[config.mk]
export PLATFORM = sky130hd
export DESIGN_NAME = bin_window_gen
export DESIGN_NICKNAME = d
export VERILOG_FILES = /design/src/rtl/bin_window_gen.sv
export SDC_FILE = /design/constraint.sdc
export NUM_CORES = 1
export LEC_CHECK = 0
export BUFFER_PORTS_ARGS = -buffer_cell sky130_fd_sc_hd__buf_2
export CAP_MARGIN = 20
export CORE_MARGIN = 2
export CORE_UTILIZATION = 40
export DETAILED_ROUTE_END_ITERATION = 10
export MAX_ROUTING_LAYER = met4
export PLACE_DENSITY_LB_ADDON = 0.05
export SLEW_MARGIN = 10
export SYNTH_ARGS = -nofsm -noshare
export SYNTH_HDL_FRONTEND = slang
export SYNTH_SLANG_ARGS = --single-unit
[constraint.sdc]
create_clock -name clk -period 2.2 [get_ports clk]
set_input_delay 0.22 -clock clk [delete_from_list [all_inputs] [get_ports clk]]
set_output_delay 0.22 -clock clk [all_outputs]
set_load 0.03 [all_outputs]
[src/rtl/bin_window_gen.sv]
// KxK stride-1 binary window generator over a raster CH-bit pixel stream. Window appears one
// cycle after its bottom-right pixel is accepted; a stalled output holds window and drops in_ready.
module bin_window_gen #(
    parameter int CH = 1,
    parameter int K  = 3,
    parameter int W0 = 28,
    parameter int H0 = 28,
    parameter int W1 = 12,
    parameter int H1 = 12
) (
    input  logic              clk,
    input  logic              rst_n,
    input  logic              clear,
    input  logic              mode,
    input  logic              in_valid,
    output logic              in_ready,
    input  logic [CH-1:0]     din,
    output logic              out_valid,
    input  logic              out_ready,
    output logic [CH*K*K-1:0] win,
    output logic              out_last
);
    localparam int WMAX  = (W0 > W1) ? W0 : W1;
    localparam int HMAX  = (H0 > H1) ? H0 : H1;
    localparam int DEPTH = (K - 1) * WMAX + K;
    localparam int CW    = $clog2(WMAX);
    localparam int RW    = $clog2(HMAX);

    logic [DEPTH-1:0] sr_q [CH];
    logic [DEPTH-1:0] sr_d [CH];
    logic [CW-1:0]    col_q, col_d;
    logic [RW-1:0]    row_q, row_d;
    logic             mode_q, mode_d;
    logic             out_valid_q, out_valid_d;
    logic             out_last_q, out_last_d;

    logic             accept;
    logic             frame_start;
    logic             cur_mode;
    logic             hit;
    logic             row_end;
    logic             frame_end;
    logic [CW-1:0]    w_last;
    logic [RW-1:0]    h_last;

    assign in_ready    = !(out_valid_q && !out_ready);
    assign accept      = in_valid && in_ready;
    assign frame_start = (col_q == '0) && (row_q == '0);
    // The first pixel of a frame already runs under the newly requested mode.
    assign cur_mode    = frame_start ? mode : mode_q;
    assign w_last      = cur_mode ? CW'(W1 - 1) : CW'(W0 - 1);
    assign h_last      = cur_mode ? RW'(H1 - 1) : RW'(H0 - 1);
    assign hit         = (row_q >= RW'(K - 1)) && (col_q >= CW'(K - 1));
    assign row_end     = (col_q == w_last);
    assign frame_end   = row_end && (row_q == h_last);

    assign out_valid = out_valid_q;
    assign out_last  = out_last_q;

    always_comb begin
        win = '0;
        for (int c = 0; c < CH; c++) begin
            for (int r = 0; r < K; r++) begin
                for (int x = 0; x < K; x++) begin
                    win[c*K*K + r*K + x] = mode_q ? sr_q[c][(K-1-r)*W1 + (K-1-x)]
                                                  : sr_q[c][(K-1-r)*W0 + (K-1-x)];
                end
            end
        end
    end

    always_comb begin
        sr_d        = sr_q;
        col_d       = col_q;
        row_d       = row_q;
        mode_d      = mode_q;
        out_valid_d = out_valid_q;
        out_last_d  = out_last_q;
        if (clear) begin
            // Shift data is left in place: it is overwritten before any window can reach it.
            col_d       = '0;
            row_d       = '0;
            out_valid_d = 1'b0;
            out_last_d  = 1'b0;
        end else if (accept) begin
            for (int c = 0; c < CH; c++) begin
                sr_d[c] = {sr_q[c][DEPTH-2:0], din[c]};
            end
            if (frame_start) begin
                mode_d = mode;
            end
            out_valid_d = hit;
            out_last_d  = hit && frame_end;
            if (row_end) begin
                col_d = '0;
                row_d = (row_q == h_last) ? '0 : row_q + RW'(1);
            end else begin
                col_d = col_q + CW'(1);
            end
        end else if (out_ready) begin
            out_valid_d = 1'b0;
            out_last_d  = 1'b0;
        end
    end

    always_ff @(posedge clk or negedge rst_n) begin
        if (!rst_n) begin
            for (int c = 0; c < CH; c++) begin
                sr_q[c] <= '0;
            end
            col_q       <= '0;
            row_q       <= '0;
            mode_q      <= 1'b0;
            out_valid_q <= 1'b0;
            out_last_q  <= 1'b0;
        end else begin
            sr_q        <= sr_d;
            col_q       <= col_d;
            row_q       <= row_d;
            mode_q      <= mode_d;
            out_valid_q <= out_valid_d;
            out_last_q  <= out_last_d;
        end
    end
endmodule

==> flow_summary_export.csv <==
group,metric,value,unit
sta,skew,10.7,ps
sta,fmax,581,MHz
layout,diodes,0,
power,p_per_area,846,nW/um^2
critical_path,r2r_setup_slack,480,ps
sta,min_period_over_period,78.2,%
clocking,cts_resized,0,
global_route,overflow,0,
routing,ant_nets,0,
placed_design,io_buffers,18,
sta,finalHoldViolations,0,
critical_path,crit_path_max_fanout,8,
critical_path,crit_path_start_kind,"flop",
layout,multi_input_area,1210,um^2
hold_path,hp-class,"in2reg",
yosys,syn-num-nets,238,
clocking,cts_buffers,9,
yosys,ys_ff_latch,72,
clocking,cts_sinks,72,
layout,fin_area,3520,um^2
routing,routed_wirelength,4970,um
hold_path,hold_path_depth,2,
yosys,yosysWarnings,0,
status,status,"finished, final reports clean",
critical_path,path_class,"reg2reg",
floorplan,die-area,8450,um^2
routing,viasPerCell,5.13,
clocking,cts_tree,"yes",
layout,nFillCells,707,
power,leakagePower,1.73,nW
sta,period_minus_slack,1720,ps
yosys,synthesis.area,3090,um^2
job,maxCapViolCount,0,
global_route,grt_max_degree,62,
sta,worst_pin_slew,592,ps
floorplan,initial_core_util,40.7,%
placed_design,place_area,3310,um^2
floorplan,fp-row-count,32,
sta,rsz0062_at_grt,"false",
placed_design,place_hpwl,3020,um
layout,drive_gt1_share,42.1,%
critical_path,r2r_start,"out_valid$_DFFE_PN0P_",
global_route,grt_pass1_wl,8830,um
critical_path,r2r_cells,5,
yosys,avgSynthCellArea,13.8,um^2
yosys,synth_cell_types,32,
critical_path,crit_required,2450,ps
global_route,grt_pass1_vias,1858,
sta,fin_tns_setup,0,ps
sta,relSlewSlack,60.5,%
power,ir_drop,457,uV
clocking,clkTransAtPathRegs,70,ps
clocking,cts_buffer_depth,2,
sta,finalSetupViolCount,0,
critical_path,cp-startpoint,"out_valid$_DFFE_PN0P_",
clocking,cts_setup_buffers,0,
routing,num_vias,1815,
floorplan,die_height,92.0,um
clocking,root_buffer,"clkbuf_8",
clocking,cts_max_level,3,
layout,regArea,1800,um^2
yosys,syn_inst,225,
sta,drv_slew,0,
routing,wl_per_cell,14.0,um
routing,post-route-drc-count,0,
placed_design,gp_congestion,0.760,
critical_path,crit_end,"row_q[3]$_DFFE_PN0P_",
critical_path,r2r_end,"row_q[3]$_DFFE_PN0P_",
global_route,grtUsageTotal,13.6,%
routing,dr.first_iter.drc_count,85,
floorplan,ios,19,
critical_path,critPathCaptureType,"flop",
clocking,hold_buffers,1,
yosys,yosysSeqAreaShare,58.2,%
floorplan,coreArea,7610,um^2
floorplan,fp.dieW,92.0,um
clocking,insertion_delay,330,ps
layout,nets,260,
layout,syn2layout_area_growth,13.7,%
power,p_total,2.98,mW
routing,drt_first_pass_iters,4,
critical_path,arrival,1970,ps
global_route,antenna_found_initial,0,
[critical path, cell delays in order, from the launching register on]
cell	delay [ps]
dfrtp_1	390
nor2b_1	190
inv_1	150
nand2_1	190
or4_1	540
a31oi_1	190
[through the flow]
step / instances / util, % / hold WS, ps / setup slack (ps)
floorplan: 225 / - / -75.6 / 307
global placement: 337 / 43.5 / 268 / 567
detailed placement: 337 / 43.5 / 266 / 512
CTS: 354 / 46.2 / 100 / 471
global route: 354 / 46.2 / 108 / 359
finish: 354 / 46.2 / 118 / 479
[kinds of logic after synthesis]
family                   count (synthesis)  share of synthesized area (%)
AO/OA/AOI/OAI                           21                           4.41
XOR/XNOR                                 2                          0.809
adder cells (fa/ha/maj)                  6                           2.43
buffers and inverters                   18                           2.83
flip-flops                              72                           58.2
multiplexers                            66                           24.0
AND/OR/NAND/NOR                         40                           7.28
[cell type report]
cell class / instances / share of cell area, %
sequential: 72 / 51.2
inverter: 6 / 0.640
multi-input combinational: 135 / 34.4
clock inverter: 3 / 1.14
clock buffer: 13 / 4.52
timing repair buffer: 23 / 4.41
tap: 102 / 3.63
[cells in the final DEF (no fill, tap or decap), types with 5 or more instances in the layout]
master and count:
buf_2 18, dfrtp_1 72, inv_1 6, nand3_1 7, clkbuf_8 11, o21ai_0 5
nand2_1 10, nor2_1 7, mux2_2 66, ha_1 6, a21oi_1 6
[report_power, final]
| part | switching [mW] | internal (mW) |
|---|---|---|
| logic | 0.203 | 0.198 |
| clock network | 0.451 | 0.583 |
| registers | 0.0775 | 1.47 |
[Yosys cell counts]
cell / n / share of area (%)
o31ai_1: 1 / 0.24
clkbuf_1: 2 / 0.24
nor2b_1: 4 / 0.81
ha_1: 6 / 2.4
inv_1: 6 / 0.73
nand4_1: 2 / 0.40
or4_1: 1 / 0.24
nand2b_1: 1 / 0.20
a21oi_1: 6 / 0.97
buf_4: 3 / 0.73
nand4b_4: 1 / 0.77
o21ai_0: 5 / 0.81
and4b_1: 1 / 0.32
nor3_2: 1 / 0.32
o41ai_1: 2 / 0.57
o311ai_1: 1 / 0.28
dfrtp_1: 72 / 58
or3b_2: 1 / 0.28
buf_2: 7 / 1.1
xnor2_1: 1 / 0.28
nand3_1: 7 / 1.1
xor2_2: 1 / 0.53
a311oi_1: 1 / 0.28
or3_1: 2 / 0.40
a41o_1: 1 / 0.32
a31oi_1: 2 / 0.40
mux2_2: 66 / 24
o211ai_1: 1 / 0.24
a211o_1: 1 / 0.28
nor2_1: 7 / 0.85
nor3_1: 2 / 0.32
nand2_1: 10 / 1.2
[worst min path at each step]
| stage | endpoint | start | slack (ps) |
|---|---|---|---|
| after detailed placement | sr_q[15]$_DFFE_PN0P_ | rst_n | 270 |
| after CTS | sr_q[0]$_DFFE_PN0P_ | din | 100 |
| final | sr_q[0]$_DFFE_PN0P_ | din | 120 |
| after global placement | sr_q[16]$_DFFE_PN0P_ | rst_n | 270 |
| after global routing | sr_q[0]$_DFFE_PN0P_ | din | 110 |
| after floorplan | col_q[0]$_DFFE_PN0P_ | rst_n | -80 |
[registers in the layout (all words and copies together) (netlist names)]
name and flops:
col_q 5, mode_q 1, out_last 1, out_valid 1, row_q 5, sr_q 59
[metal layers]
layer / GRT usage [%] / routed length, um / vias up
li1: - / - / 847
met5: - / 0 / -
met4: 5.97 / 51 / 0
met1: 18.5 / 2470 / 926
met2: 19.0 / 2230 / 38
met3: 3.86 / 213 / 4
No activity file was read; power rests on OpenSTA's default activity.
